File: src/rtl/rxpack.sv
// rxpack: packs received frame bytes little-endian into 16-bit words (data from word 1, status in word 0).
// Optional feature macro RXPACK_RUNT_EN: frames under 60 bytes flag runt, skip rx_done_o and return to IDLE.
module rxpack #(
    parameter int unsigned MAXW = 1023
) (
    input  logic        eth_clk_i,
    input  logic        eth_rst_i,
    input  logic [7:0]  eth_rxd_i,
    input  logic        eth_rxv_i,
    input  logic        eth_sof_i,
    input  logic        eth_eof_i,
    input  logic        eth_err_i,
    input  logic        rx_ena_i,
    output logic [9:0]  eth_adr_o,
    output logic [15:0] eth_dat_o,
    output logic        eth_we_o,
    output logic        busy_o,
    output logic        rx_done_o,
    output logic [10:0] rx_len_o
);
    typedef enum logic [2:0] {
        S_IDLE  = 3'd0,
        S_RECV  = 3'd1,
        S_DRAIN = 3'd2,
        S_STAT  = 3'd3,
        S_DONE  = 3'd4
    } state_t;

    localparam logic [10:0] CNT_MAX = 11'(2 * MAXW);
    localparam logic [9:0]  ADR_MAX = 10'(MAXW);

    state_t      state_q, state_d;
    logic [9:0]  ptr_q, ptr_d;
    logic [10:0] cnt_q, cnt_d;
    logic [7:0]  held_q, held_d;
    logic        odd_q, odd_d, ovf_q, ovf_d, err_q, err_d;
    logic [9:0]  adr_q, adr_d;
    logic [15:0] dat_q, dat_d;
    logic        we_q, we_d, busy_q, busy_d, done_q, done_d;
    logic [10:0] len_q, len_d;
    logic        start_s, rcv_s, pend_s, data_we_s, stat_we_s, stat_vis_s, runt_s;
    logic [9:0]  wadr_s;
    logic [15:0] wdat_s, stat_word_s;

`ifdef RXPACK_RUNT_EN
    assign runt_s = (cnt_d < 11'd60);
`else
    assign runt_s = 1'b0;
`endif

    // Status word is on the outputs this cycle (data words never use address 0).
    assign stat_vis_s = (state_q == S_STAT) && we_q && (adr_q == 10'd0);

    // Byte acceptance, packing, overflow and end-of-frame drain decision.
    always_comb begin
        start_s   = (state_q == S_IDLE) && eth_sof_i && rx_ena_i;
        rcv_s     = start_s || (state_q == S_RECV);
        ptr_d     = start_s ? 10'd1 : ptr_q;
        cnt_d     = start_s ? 11'd0 : cnt_q;
        odd_d     = start_s ? 1'b0 : odd_q;
        ovf_d     = start_s ? 1'b0 : ovf_q;
        err_d     = start_s ? 1'b0 : err_q;
        held_d    = held_q;
        data_we_s = 1'b0;
        wdat_s    = 16'h0000;
        pend_s    = 1'b0;
        if (rcv_s && eth_rxv_i) begin
            if (cnt_d == CNT_MAX) begin
                ovf_d = 1'b1;
            end else if (!odd_d) begin
                held_d = eth_rxd_i;
                odd_d  = 1'b1;
                cnt_d  = cnt_d + 11'd1;
            end else begin
                data_we_s = 1'b1;
                wdat_s    = {eth_rxd_i, held_d};
                odd_d     = 1'b0;
                cnt_d     = cnt_d + 11'd1;
            end
        end else begin
            held_d = held_q;
        end
        if (rcv_s && eth_eof_i) begin
            err_d  = eth_err_i;
            pend_s = odd_d;
            if (odd_d) begin
                data_we_s = 1'b1;
                wdat_s    = {8'h00, held_d};
                odd_d     = 1'b0;
            end else begin
                data_we_s = data_we_s;
            end
        end else begin
            pend_s = 1'b0;
        end
        wadr_s = ptr_d;
        if (data_we_s && (ptr_d != ADR_MAX)) begin
            ptr_d = ptr_d + 10'd1;
        end else begin
            ptr_d = ptr_d;
        end
    end

    // Next-state logic.
    always_comb begin
        state_d = state_q;
        case (state_q)
            S_IDLE: begin
                if (start_s) begin
                    state_d = eth_eof_i ? (pend_s ? S_DRAIN : S_STAT) : S_RECV;
                end else begin
                    state_d = S_IDLE;
                end
            end
            S_RECV: begin
                if (eth_eof_i) begin
                    state_d = pend_s ? S_DRAIN : S_STAT;
                end else begin
                    state_d = S_RECV;
                end
            end
            S_DRAIN: state_d = S_STAT;
            S_STAT: begin
                // Bit 13 of the visible status word is the runt flag.
                if (stat_vis_s) begin
                    state_d = dat_q[13] ? S_IDLE : S_DONE;
                end else begin
                    state_d = S_STAT;
                end
            end
            S_DONE: begin
                if (rx_ena_i) begin
                    state_d = S_DONE;
                end else begin
                    state_d = S_IDLE;
                end
            end
            default: state_d = S_IDLE;
        endcase
    end

    // Output decode: status write waits one cycle if a data word occupies the bus.
    always_comb begin
        stat_we_s   = (state_d == S_STAT) && !data_we_s;
        stat_word_s = {err_d, ovf_d, runt_s, 2'b00, cnt_d};
        we_d        = data_we_s || stat_we_s;
        busy_d      = (state_d == S_RECV) || (state_d == S_DRAIN) || (state_d == S_STAT);
        if (stat_we_s) begin
            adr_d  = 10'd0;
            dat_d  = stat_word_s;
            len_d  = cnt_d;
            done_d = !runt_s;
        end else if (data_we_s) begin
            adr_d  = wadr_s;
            dat_d  = wdat_s;
            len_d  = len_q;
            done_d = 1'b0;
        end else begin
            adr_d  = (state_d == S_RECV) ? ptr_d : adr_q;
            dat_d  = dat_q;
            len_d  = len_q;
            done_d = 1'b0;
        end
    end

    // State register.
    always_ff @(posedge eth_clk_i or posedge eth_rst_i) begin
        if (eth_rst_i) begin
            state_q <= S_IDLE;
        end else begin
            state_q <= state_d;
        end
    end

    // Datapath and registered outputs.
    always_ff @(posedge eth_clk_i or posedge eth_rst_i) begin
        if (eth_rst_i) begin
            ptr_q  <= 10'd0;
            cnt_q  <= 11'd0;
            held_q <= 8'h00;
            odd_q  <= 1'b0;
            ovf_q  <= 1'b0;
            err_q  <= 1'b0;
            adr_q  <= 10'd0;
            dat_q  <= 16'h0000;
            we_q   <= 1'b0;
            busy_q <= 1'b0;
            done_q <= 1'b0;
            len_q  <= 11'd0;
        end else begin
            ptr_q  <= ptr_d;
            cnt_q  <= cnt_d;
            held_q <= held_d;
            odd_q  <= odd_d;
            ovf_q  <= ovf_d;
            err_q  <= err_d;
            adr_q  <= adr_d;
            dat_q  <= dat_d;
            we_q   <= we_d;
            busy_q <= busy_d;
            done_q <= done_d;
            len_q  <= len_d;
        end
    end

    assign eth_adr_o = adr_q;
    assign eth_dat_o = dat_q;
    assign eth_we_o  = we_q;
    assign busy_o    = busy_q;
    assign rx_done_o = done_q;
    assign rx_len_o  = len_q;
endmodule

File: config.mk
export PLATFORM = sky130hd
export DESIGN_NAME = rxpack
export DESIGN_NICKNAME = d
export VERILOG_FILES = /design/src/rtl/rxpack.sv
export SDC_FILE = /design/constraint.sdc
export NUM_CORES = 1
export LEC_CHECK = 0
export CORE_ASPECT_RATIO = 2
export CORE_MARGIN = 4
export CORE_UTILIZATION = 53
export CTS_CLUSTER_SIZE = 12
export DETAILED_ROUTE_END_ITERATION = 10
export PLACE_DENSITY = 0.79
export SLEW_MARGIN = 20
export SYNTH_ARGS = -nofsm -noshare
export SYNTH_HDL_FRONTEND = slang
export SYNTH_SLANG_ARGS = --single-unit
File: constraint.sdc
create_clock -name eth_clk_i -period 4.4 [get_ports eth_clk_i]
set_input_delay 0.66 -clock eth_clk_i [delete_from_list [all_inputs] [get_ports eth_clk_i]]
set_output_delay 0.66 -clock eth_clk_i [all_outputs]
set_load 0.005 [all_outputs]
After elaboration in Yosys (flattened, before gate mapping)
Cells that the tools add are included.
Widths: inputs -> output; s select.

word-level totals
  bits in registers = 75
  input bits = 15
  output and inout port bits = 40
  logic and storage cells = 83

operators by class
  add/subtract/negate cells = 2
  eq/ne operators = 9
  multiplexer cells = 42
  reductions and logical operators = 17

operators by type and width
  cell                   count
  $mux 16                7
  $mux 10                5
  $mux 11                3
  $mux 8                 3
  $mux 1                 18
  $pmux 3 s5             1
  $eq 3x2->1 const B     4
  $add 11x1->11 const B  1
  $eq 11x11->1 const B   1
  $add 10x1->10 const B  1
  $logic_not 10->1       1
  $ne 10x10->1 const B   1
  $mux 3                 3
  $logic_and 1x1->1      8
  $eq 3x1->1 const B     2
  $logic_or 1x1->1       4
  $mux 2                 2
  $eq 3x3->1 const B     1
  $logic_not 3->1        1
  $reduce_bool 3->1      1
  $reduce_bool 2->1      1
  $logic_not 1->1        1

Depth between registers and ports, before layout
Gate-level depths: netlist of the first run.

  depth in word-level cells = 16
  depth in mapped cells = 16
  depth with buffers taken out = 14

Worst setup path after synthesis of the first run
Ideal clock, no wire load.

  path type = input-to-reg
  from = input port eth_sof_i
  to = register len_q[2], in the netlist rx_len_o[2]
  library setup time = 0.125 ns
  arrival time = 3.682 ns
  required time = 4.275 ns
  slack = 0.594 ns
  stages on the path = 16
  buffers on the path = 2
  cell sequence = nand3b_1 -> or2_1 -> clkbuf_1 -> and2_1 -> ha_1 -> nand3_1 -> or2_1 -> or3_1 -> ha_1 -> a21o_1 -> nand2_1 -> a21oi_1 -> a21o_1 -> buf_2 -> inv_2 -> mux2_2

between the ends
  word-level cells in the longest chain between the ends = 13
  elaborated cells between the ends (all ways) = 27
  classes of those cells = 1 x add/sub; 2 x eq/ne; 17 x mux; 7 x reduce/logical

ends and longest elaborated chain
  element                                        line      source
  start: declaration                             10        input logic eth_sof_i,
  $logic_and 1x1->1 * (2 in a row)               56        start_s = (state_q == S_IDLE) && eth_sof_i && rx_ena_i;
  $mux 11 / $mux 1 (equally long branches)       59, 60
  $eq 11x11->1 / $mux 1 (equally long branches)  68, 70
  $mux 1                                         68        if (cnt_d == CNT_MAX) begin
  $mux 1                                         67        if (rcv_s && eth_rxv_i) begin
  $mux 1                                         83        if (rcv_s && eth_eof_i) begin
  $mux 1                                         110, 117
  $mux 2                                         110, 116
  $mux 2                                         109       if (start_s) begin
  $pmux 3 s5                                     107       case (state_q)
  $eq 3x2->1                                     144       stat_we_s = (state_d == S_STAT) && !data_we_s;
  $logic_and 1x1->1                              144
  end signal: assignment                         202       len_q <= len_d;
  end: declaration                               40        logic [10:0] len_q, len_d;

Every way passes the cells marked *; elsewhere a longest branch is shown, timed or not.
A chain may end at the register's enable or synchronous reset.

Worst setup path in the final report of the first run
  from = input port rx_ena_i
  to = register adr_q[3], in the netlist eth_adr_o[3]

between the ends
  word-level cells in the longest chain between the ends = 13
  elaborated cells between the ends (all ways) = 34
  classes of those cells = 1 x add/sub; 4 x eq/ne; 21 x mux; 8 x reduce/logical

ends and longest elaborated chain
  element                                                               line      source
  start: declaration                                                    13        input logic rx_ena_i,
  $logic_and 1x1->1                                                     56
  $mux 11 / $mux 1 (equally long branches)                              59, 60
  $eq 11x11->1 / $mux 1 (equally long branches)                         68, 70
  $mux 1                                                                68
  $mux 1                                                                67
  $mux 1                                                                83
  $mux 1                                                                110, 117
  $mux 2                                                                110, 116
  $mux 2                                                                109
  $pmux 3 s5                                                            107
  $eq 3x2->1                                                            144
  $logic_and 1x1->1                                                     144
  $reduce_bool 3->1 (no source line) / $mux 10 (equally long branches)  -
  end signal: assignment                                                197       adr_q <= adr_d;
  end: declaration                                                      37        logic [9:0] adr_q, adr_d;

Parallel ways exist; a longest one is shown, timed or not. The select of a mux whose other input is x is not followed.

==> metrics.yaml, run 1 <==
tns_ns: 0
cp-end-kind: "flop"
synth_seq_area_share_pct: 53.80
grt_first_pass_wirelength_mm: 14.79
core_area_um2: 6361
clock_path_buffers: 2
crit_path_start_kind: "input pin"
crit_type: "input pin to flop"
power_mw: 2.979
pwr-share-seq_pct: 34.0
ctsResizeCount: 0
num_vias: 2733
combPwrFrac_pct: 38.8
holdWs_ns: 0.4795
slowest_stage: "clkdlybuf4s50_1"
cap_viol_max_count: 0
required_ns: 4.64
place_hpwl_mm: 6.841
grt_pass1_vias: 2957
period_needed_ns: 4.144
pre_cts_ws_ns: -0.01804
drv_slew: 0
leakagePower_nw: 1.992
syn_nets: 330
gp_congestion: 0.9629
grtUsageTotal_pct: 25.18
synth_ff_type: "dfrtp_1"
netSwitchingPower_mw: 1.019
maxSlewHeadroom_pct: 65.44
wire_per_inst_um: 19.44
htreeDepth: 3
synthCells: 311
drt-vias-per-instance: 5.852
syn_avg_cell_area_um2: 11.22
path_clk_slew_ns: 0.06
worst_pin_slew_ns: 0.5155
ys_top_cells_by_area: "dfrtp_1 54%, mux2_2 5.8%, nand2_1 3.7%, a221o_1 3.2%, o221a_2 2.6%"
status: "finished clean"
arrival_ns: 4.38
io_buffer_count: 54
cp_num_buf_inv: 1
initial_core_util_pct: 54.84
startpoint: "rx_ena_i"
finalHoldViolCount: 0
setup_viol: 0
cts_sinks: 75
r2r-start: "state_q[2]"
timing.fmax_mhz: 241.3
p_per_area_nw_per_um2: 662.9
drive_gt1_share_pct: 16.27
area_growth_pct: 28.84
critical_path.top_delay_family: "simple AND/OR/NAND/NOR gates"
drt_iter0_markers: 170
sw_frac_of_total_pct: 34.21
grt-ovfl-total: 0
antenna_cells: 0
drc: 0
cts_made_buffers: 9
drt-pass1-iter-count: 7
cp_max_fo: 12
syn_area_um2: 3488
synth.distinct_cells: 52
fp.dieH_um: 122.7
clk-insertion-delay-late_ns: 0.34
fill_cells: 501
cts_setup_buffers: 0
worst_slack_ns: 0.2560
min_period_over_period_pct: 94.18
synth.largest_area_cell: "dfrtp_1"
synth-edff-count: 0
grt_max_degree: 42
hold_path_startpoint: "rx_len_o[10]"
top_level_ports: 55
ys_async_sr_fraction_pct: 100.0
antenna_left: 0
cpPeakStageDelay_ns: 0.51
pwr-share-clk_pct: 27.1
final_core_util_pct: 70.65
ys_ff_latch: 75
cts_tree: "yes"
nets: 395
clock_skew_ns: 0.006009
synth.top_cell.area_share_pct: 53.80
rsz0062_at_grt: "false"
wl_mm: 9.080
vdd_drop_max_mv: 0.4609
die_w_um: 65.37
crit_chain: "clkdlybuf4s50_1 > nand3b_1 > or2_1 > nand2_1 > ha_1 > nand3_1 > or2_1 > or3_1 > ha_1 > a21o_1 > nand2_1 > a21oi_1 > a21o_1 > nand2_1 > o21ai_0"
hp-class: "flop to flop"
crit_path_frequent_cell: "nand2_1"
internal_power_mw: 1.960
design.die.area_um2: 8022
root_buffer: "clkbuf_16"
synth_warnings: 0
antenna_found_initial: 0
fp-row-count: 41
hold_buffers: 0
## cell type report
type	count	area (um^2)	share of cell area, %
Sequential cell	75	1877	41.76
Multi-Input combinational cell	219	1536	34.19
Timing Repair Buffer	63	608.1	13.53
Clock buffer	11	252.7	5.624
Tap cell	86	107.6	2.394
Clock inverter	5	82.58	1.837
Inverter	8	30.03	0.6682
## stage by stage
stage,area (um^2),instances
6_report,4494,467
5_1_grt,4494,467
4_1_cts,4494,467
3_3_place_gp,4159,451
2_1_floorplan,3488,311
3_5_place_dp,4159,451
## state kept, by name, summed over array words and instances, names as in the netlist
register and cells:
held_q 8, err_q 1, ovf_q 1, rx_done_o 1
cnt_q 11, eth_dat_o 16, odd_q 1, ptr_q 10
eth_adr_o 10, state_q 3, eth_we_o 1, rx_len_o 11
busy_o 1
## cell usage after synthesis, types with 5 or more instances
library cell	instances
mux2_2	18
nor3_1	9
nand3_1	17
xor2_1	8
a21o_1	9
a22o_1	5
nor2_1	16
o221a_2	8
o21ai_0	13
xnor2_1	7
inv_1	5
nand2_1	34
a221o_1	11
and2_1	5
dfrtp_1	75
a21oi_1	7
## worst reg2reg max path: stages, from the launching register on
cell and delay [ns]:
dfrtp_1 0.45, or2_4 0.29, or2_1 0.27, nand2_1 0.15, ha_1 0.16, nand3_1 0.14
or2_1 0.32, or3_1 0.39, ha_1 0.35, a21o_1 0.13, nand2_1 0.06, a21oi_1 0.19
a21o_1 0.43, nand2_1 0.27, o21ai_0 0.26
## path summary, 6_finish.rpt
check | slack (ns) | endpoint | depth (start not counted)
worst max-delay path | 0.26 | eth_adr_o[3] | 15
worst min-delay path | 0.48 | rx_len_o[10] | 1
worst max register to register | 0.45 | eth_adr_o[3] | 14
worst min register to register | 0.48 | rx_len_o[10] | 1
max in group asynchronous | 3.11 | eth_adr_o[6] | 3
min in group asynchronous | 0.54 | eth_dat_o[10] | 2
## layout by cell type (no fill, tap or decap), drive strengths merged, types with 7 or more instances in the layout
| master | n |
|---|---|
| clkbuf | 11 |
| a221o | 11 |
| buf | 9 |
| inv | 8 |
| xnor2 | 7 |
| nand3 | 17 |
| o21ai | 15 |
| o221a | 8 |
| nor3 | 10 |
| clkdlybuf4s50 | 54 |
| a21o | 9 |
| dfrtp | 75 |
| nor2 | 18 |
| a21oi | 7 |
| mux2 | 19 |
| xor2 | 8 |
| nand2 | 34 |
## cells by family after synthesis
family / synth area share [%]
fa+ha+maj: 1.435
simple gates: 17.97
mux: 7.102
xor+xnor: 3.766
compound gates: 13.77
buf+inv: 2.152
flops: 53.80
## power groups by stage
stage | Clock, mW | Combinational (mW) | Sequential [mW]
finish | 0.809 | 1.16 | 1.01
global route | 0.851 | 1.25 | 1.04
CTS | 0.818 | 1.16 | 1.01
detailed placement | 0 | 1.15 | 1.02
global placement | 0 | 1.12 | 1.01
floorplan | 0 | 0.732 | 0.988
## metal layers
metal / global-route usage [%] / routed length (um) / up-vias
met5: 0 / 0 / -
met4: 16.36 / 436 / 0
met3: 4.212 / 236 / 29
met2: 45.52 / 5183 / 59
met1: 25.95 / 3224 / 1368
li1: - / - / 1277
No activity file was read; power rests on OpenSTA's default activity.
==> inputs of run 2 (changes only) <==
--- a/config.mk
+++ b/config.mk
@@ -5,12 +5,13 @@
 export SDC_FILE = /design/constraint.sdc
 export NUM_CORES = 1
 export LEC_CHECK = 0
+export ABC_AREA = 1
 export CORE_ASPECT_RATIO = 2
 export CORE_MARGIN = 4
-export CORE_UTILIZATION = 53
-export CTS_CLUSTER_SIZE = 12
+export CORE_UTILIZATION = 55
+export CTS_CLUSTER_SIZE = 24
 export DETAILED_ROUTE_END_ITERATION = 10
-export PLACE_DENSITY = 0.79
+export PLACE_DENSITY = 0.8
 export SLEW_MARGIN = 20
 export SYNTH_ARGS = -nofsm -noshare
 export SYNTH_HDL_FRONTEND = slang
==> run 2 against run 1 <==
  * Sequential share of layout area shrank 3.2 points
  * First-iteration DRC count grew 34%
  * Critical endpoint is now eth_dat_o[5]
  * Global-route usage shrank 0.32 points
  * Clock skew shrank 0.0010 ns
  * Critical path type unchanged
  * Via count grew 27%
  * Combinational power grew 27%
  * Design area grew 8.2%
  * Worst hold slack gained 0.0037 ns
==> metrics.yaml, run 2 <==
area_growth_pct: 22.00
tns_ns: 0  # unchanged
setup_viol: 0  # unchanged
min_period_over_period_pct: 89.58  # -4.6 points
ys_ff_latch: 75  # unchanged
cap_viol_max_count: 0  # unchanged
reg2regPathDepth: 21  # +7
io_buffer_count: 54  # unchanged
ctsResizeCount: 0  # unchanged
hp-class: "flop to flop"
wl_mm: 10.14  # +12%
startpoint: "rx_ena_i"
synth_warnings: 0  # unchanged
rsz0062_at_grt: "false"
crit_path_start_kind: "input pin"
syn_area_um2: 3988  # +14%
instances_no_fill: 635  # +36%
synth_ff_type: "dfrtp_1"
syn_nets: 504  # +53%
grt_max_degree: 29  # -31%
grt_pass1_vias: 3448  # +17%
crit_type: "input pin to flop"
required_ns: 4.67  # +0.03 ns
synth_seq_area_share_pct: 47.07  # -6.7 points
initial_core_util_pct: 57.01  # +2.2 points
r2r-start: "state_q[2]"
finalHoldViolCount: 0  # unchanged
placed_cells: 619  # +37%
antenna_found_initial: 0  # unchanged
p_per_area_nw_per_um2: 677.1  # +2.1%
drive_gt1_share_pct: 12.84  # -3.4 points
htreeDepth: 3  # unchanged
hold_buffers: 0  # unchanged
fp.dieH_um: 128.4  # +4.6%
drc: 0  # unchanged
drt_iter0_markers: 228  # +34%
design.die.area_um2: 8759  # +9.2%
root_buffer: "clkbuf_16"
antenna_left: 0  # unchanged
num_vias: 3483  # +27%
clk-insertion-delay-late_ns: 0.33  # about the same
cts_tree: "yes"
path_clk_slew_ns: 0.05  # about the same
gp_congestion: 0.8772  # -8.9%
timing.fmax_mhz: 253.7  # +5.1%
synthCells: 485  # +56%
cts_setup_buffers: 0  # unchanged
vdd_drop_max_mv: 0.6883  # +49%
synth.largest_area_cell: "dfrtp_1"
ys_top_cells_by_area: "dfrtp_1 47%, nand2_1 14%, nand3_1 6.8%, inv_1 4.3%, o21ai_0 2.9%"
cp_max_fo: 13  # +1
cts_sinks: 75  # unchanged
place_hpwl_mm: 7.807  # +14%
antenna_cells: 0  # unchanged
clock_skew_ns: 0.004987  # -0.001022 ns
period_needed_ns: 3.942  # -0.2023 ns
layout_commonest_cell: "nand2_1"
drt-vias-per-instance: 5.485  # -6.3%
layout_common_cells: "147 x nand2_1, 75 x dfrtp_1, 54 x nand3_1, 54 x clkdlybuf4s50_1, 45 x inv_1"
netlist_top_cells_count: "147 x nand2_1, 75 x dfrtp_1, 54 x nand3_1"
leakagePower_nw: 2.383  # +20%
power_mw: 3.294  # +11%
worst_pin_slew_ns: 0.5976  # +0.08204 ns
synth-edff-count: 0  # unchanged
fp-row-count: 43  # +4.9%
grt_first_pass_wirelength_mm: 16.21  # +9.6%
die_w_um: 68.21  # +4.4%
grtUsageTotal_pct: 24.85  # -0.32 points
clock_path_buffers: 2  # unchanged
status: "finished clean"
yosysMostFrequentCell: "nand2_1"
fill_cells: 543  # +8.4%
arrival_ns: 4.21  # -0.17 ns
cp-end-kind: "flop"
top_level_ports: 55  # unchanged
drt-pass1-iter-count: 5  # -2
whs_path_depth: 2  # +1
maxSlewHeadroom_pct: 60.05  # -5.4 points
synth.top_cell.area_share_pct: 47.07  # -6.7 points
synth.distinct_cells: 37  # -29%
core_area_um2: 6994  # +10%
nets: 559  # +42%
syn_avg_cell_area_um2: 8.222  # -27%
grt-ovfl-total: 0  # unchanged
ys_async_sr_fraction_pct: 100.0  # unchanged
hold_path_startpoint: "eth_dat_o[12]"
drv_slew: 0  # unchanged
cts_made_buffers: 9  # unchanged
largest_register_ff_count: 16  # unchanged
wire_per_inst_um: 15.96  # -18%
==> run 2: cell count changes after synthesis, moves of 7 or more <==
| cell | before | now |
|---|---|---|
| a21o_1 | 9 | 1 |
| nand2_4 | 0 | 7 |
| inv_1 | 5 | 46 |
| nand3_1 | 17 | 54 |
| nor3_1 | 9 | 2 |
| nor2_1 | 16 | 29 |
| o21ai_0 | 13 | 23 |
| nand2_2 | 0 | 10 |
| nand2_1 | 34 | 147 |
| o221a_2 | 8 | 0 |
| inv_2 | 2 | 9 |
| a221o_1 | 11 | 0 |
| mux2_2 | 18 | 0 |
==> run 2: final cells by class <==
cell class | count | area, um^2 | share of cell area [%]
Clock buffer | 11 | 252.7 | 5.195
Sequential cell | 75 | 1877 | 38.58
Clock inverter | 5 | 75.07 | 1.543
Multi-Input combinational cell | 340 | 1764 | 36.27
Inverter | 56 | 212.7 | 4.372
Timing Repair Buffer | 58 | 570.5 | 11.73
Tap cell | 90 | 112.6 | 2.315
==> run 2: report_power, final <==
part	switching, mW	internal, mW	total, mW
combinational	0.964	0.505	1.47
clock	0.279	0.524	0.803
sequential	0.123	0.899	1.02
==> run 2: worst max-delay path, stage by stage <==
cell	delay, ns
clkdlybuf4s50_1	0.51
nand2_1	0.09
nor2_2	0.13
nand2_4	0.06
inv_2	0.13
nor2_1	0.10
inv_1	0.08
ha_1	0.14
inv_1	0.06
nor3_1	0.24
nand4_1	0.17
ha_1	0.33
inv_1	0.06
nand4_1	0.15
nand3_2	0.24
nand2_1	0.16
inv_2	0.16
nand3_4	0.17
inv_2	0.23
nand3_1	0.13
nand2_1	0.08
nand2_1	0.05
nand2_1	0.06
==> run 2: per-stage QoR <==
| stage | hold WS, ns | area (um^2) | worst slack (ns) | util [%] |
|---|---|---|---|---|
| floorplan | 0.4609 | 3988 | 1.134 | - |
| global placement | 0.4654 | 4537 | 0.3214 | 64.87 |
| CTS | 0.4901 | 4865 | 0.4597 | 69.55 |
| global route | 0.4992 | 4865 | 0.1642 | 69.55 |
| detailed placement | 0.4736 | 4537 | 0.1543 | 64.87 |
| finish | 0.4832 | 4865 | 0.4583 | 69.55 |
==> run 2: cells by family after synthesis <==
kind of cell / after synthesis / synth area share [%]
AOI/OAI and AO/OA: 39 / 5.522
xor gates and xnor gates: 11 / 2.416
adders and majority gates: 4 / 1.255
buffers and inverters: 70 / 8.691
DFF: 75 / 47.07
and+or+nand+nor: 286 / 35.05
==> run 2: final timing paths <==
kind	end	slack [ns]
min	eth_dat_o[12]	0.48
max in group asynchronous	eth_dat_o[0]	2.93
max	eth_dat_o[5]	0.46
min in group asynchronous	state_q[2]	0.70
max reg2reg	eth_dat_o[5]	0.88
min reg2reg	eth_dat_o[12]	0.48
==> run 2: routing by layer <==
metal	GRT usage [%]	up-vias	wire, um	share of wire (%)
met4	14.77	0	588	5.8
met3	4.716	35	482	4.8
met2	45.05	134	5650	56
met1	24.93	1660	3415	34
li1	-	1654	-	-
met5	0	-	0	0
==> inputs of run 3 (changes only) <==
--- a/config.mk
+++ b/config.mk
@@ -6,12 +6,14 @@
 export NUM_CORES = 1
 export LEC_CHECK = 0
 export ABC_AREA = 1
+export CAP_MARGIN = 20
 export CORE_ASPECT_RATIO = 2
 export CORE_MARGIN = 4
 export CORE_UTILIZATION = 55
 export CTS_CLUSTER_SIZE = 24
 export DETAILED_ROUTE_END_ITERATION = 10
-export PLACE_DENSITY = 0.8
+export DONT_BUFFER_PORTS = 1
+export PLACE_DENSITY = 0.7
 export SLEW_MARGIN = 20
 export SYNTH_ARGS = -nofsm -noshare
 export SYNTH_HDL_FRONTEND = slang
==> run 3 against run 2 <==
  * Design area fell by 12%
  * Largest power group unchanged
  * Via count is 8.6% lower
  * Register-to-register slack is essentially flat
==> metrics.yaml, run 3 (same netlist as run 2, synthesis figures left out) <==
drt_iter0_markers: 204  # -11%
nets: 504  # -9.8%
root_buffer: "clkbuf_16"
vdd_drop_max_mv: 0.3711  # -46%
cts_tree: "yes"
clk-insertion-delay-late_ns: 0.34  # about the same
rsz0062_at_grt: "false"
cts_sinks: 75  # unchanged
reg2reg_slack_ns: 0.87  # about the same
ctsResizeCount: 0  # unchanged
slowest_stage: "dfrtp_1"
clock_skew_ns: 0.005177  # +0.0001906 ns
hold_buffers: 0  # unchanged
core_area_um2: 6994  # unchanged
min_period_over_period_pct: 80.12  # -9.5 points
cp_max_fo: 15  # +2
crit_type: "flop to flop"
antenna_cells: 0  # unchanged
cap_viol_max_count: 0  # unchanged
grt-ovfl-total: 0  # unchanged
place_hpwl_mm: 7.459  # -4.5%
initial_core_util_pct: 57.01  # unchanged
p_per_area_nw_per_um2: 702.9  # +3.8%
reg2regPathDepth: 21  # unchanged
drv_slew: 0  # unchanged
crit_path_frequent_cell: "nand2_1"
area_growth_pct: 7.342
r2r-start: "state_q[2]"
crit_path_start_kind: "flop"
fp.dieH_um: 128.4  # unchanged
regToRegEndpoint: "eth_dat_o[6]"
cts_made_buffers: 9  # unchanged
fill_cells: 620  # +14%
cp_num_buf_inv: 6  # -1
cts_setup_buffers: 0  # unchanged
grtUsageTotal_pct: 24.49  # -0.36 points
clock_path_buffers: 2  # unchanged
grt_first_pass_wirelength_mm: 15.87  # -2.1%
num_vias: 3183  # -8.6%
worst_pin_slew_ns: 0.8579  # +0.2603 ns
holdWs_ns: 0.3517  # -0.1315 ns
hp-class: "input pin to asynchronous set/reset pin"
cpPeakStageDelay_ns: 0.43  # -0.08 ns
timing.fmax_mhz: 283.7  # +12%
maxSlewHeadroom_pct: 42.74  # -17 points
design.die.area_um2: 8759  # unchanged
power_mw: 3.009  # -8.7%
cp-end-kind: "flop"
wl_mm: 9.713  # -4.2%
drc: 0  # unchanged
top_level_ports: 55  # unchanged
antenna_left: 0  # unchanged
grt_pass1_vias: 3262  # -5.4%
setup_viol: 0  # unchanged
grt_max_degree: 52  # +79%
tns_ns: 0  # unchanged
finalHoldViolCount: 0  # unchanged
drt-pass1-iter-count: 4  # -1
path_clk_slew_ns: 0.06  # about the same
period_needed_ns: 3.525  # -0.4165 ns
critical_path.top_delay_family: "simple AND/OR/NAND/NOR gates"
die_w_um: 68.21  # unchanged
wire_per_inst_um: 16.75  # +4.9%
arrival_ns: 3.80  # -0.41 ns
leakagePower_nw: 2.153  # -9.6%
required_ns: 4.68  # about the same
layout_commonest_cell: "nand2_1"
antenna_found_initial: 0  # unchanged
largest_register_ff_count: 16  # unchanged
io_buffer_count: 0  # -100%
status: "finished clean"
htreeDepth: 3  # unchanged
drive_gt1_share_pct: 14.08  # +1.2 points
layout_common_cells: "147 x nand2_1, 75 x dfrtp_1, 54 x nand3_1"
gp_congestion: 0.9023  # +2.9%
drt-vias-per-instance: 5.488  # about the same
crit_chain: "nor2_4 > nand2_4 > inv_2 > nor2_1 > inv_1 > ha_1 > inv_1 > nor3_1 > nand4_1 > ha_1 > inv_1 > nand4_1 > nand3_2 > nand2_1 > inv_2 > nand3_4 > inv_2 > nand3_1 > nand2_1 > nand2_1 > nand2_1"
fp-row-count: 43  # unchanged
==> run 3: changes by cell type in the layout (fill, tap and decap cells not counted) <==
cell	before	now
clkinv_2	3	2
buf_4	4	3
inv_2	10	9
clkinv_4	0	2
clkinvlp_4	0	2
bufinv_16	2	0
clkdlybuf4s50_1	54	0
==> run 3: how the worst max path moves through the flow <==
stage,from,to,slack [ns],depth (start not counted)
floorplan,eth_sof_i,eth_dat_o[0],1.13,24
global placement,eth_sof_i,eth_dat_o[5],0.80,22
detailed placement,eth_sof_i,eth_dat_o[6],0.68,22
CTS,state_q[2],eth_dat_o[6],0.88,21
global route,state_q[2],eth_dat_o[5],0.48,21
finish,state_q[2],eth_dat_o[6],0.87,21
==> run 3: layout make-up <==
type                            count  area [um^2]  share of cell area, %
Clock buffer                       11        252.7                  5.905
Clock inverter                      5        37.54                 0.8769
Sequential cell                    75         1877                  43.85
Multi-Input combinational cell    340         1764                  41.22
Inverter                           56        214.0                  4.999
Timing Repair Buffer                3        22.52                 0.5262
Tap cell                           90        112.6                  2.631
==> run 3: report_power, final <==
part	total, mW	internal (mW)	leakage (nW)	switching, mW
Sequential	1.04	0.899	0.988	0.143
Combinational	1.26	0.346	1.03	0.918
Clock	0.702	0.413	0.138	0.289
Total	3.01	1.66	2.15	1.35
==> run 3: stage by stage <==
stage	cell area, um^2	setup WS [ns]	util (%)	instances
final	4280	0.8748	61.20	580
after detailed placement	3989	0.6780	57.03	564
after floorplan	3988	1.134	-	485
after CTS	4279	0.8764	61.18	580
after global placement	3989	0.8031	57.03	564
after global routing	4280	0.4829	61.20	580
==> run 3: metal layers <==
layer,global-route usage (%),part of all wire (%),up-vias
met2,41.18,54,102
met5,0,0,-
li1,-,-,1540
met1,25.99,35,1505
met3,6.638,5.9,36
met4,15.59,5.6,0
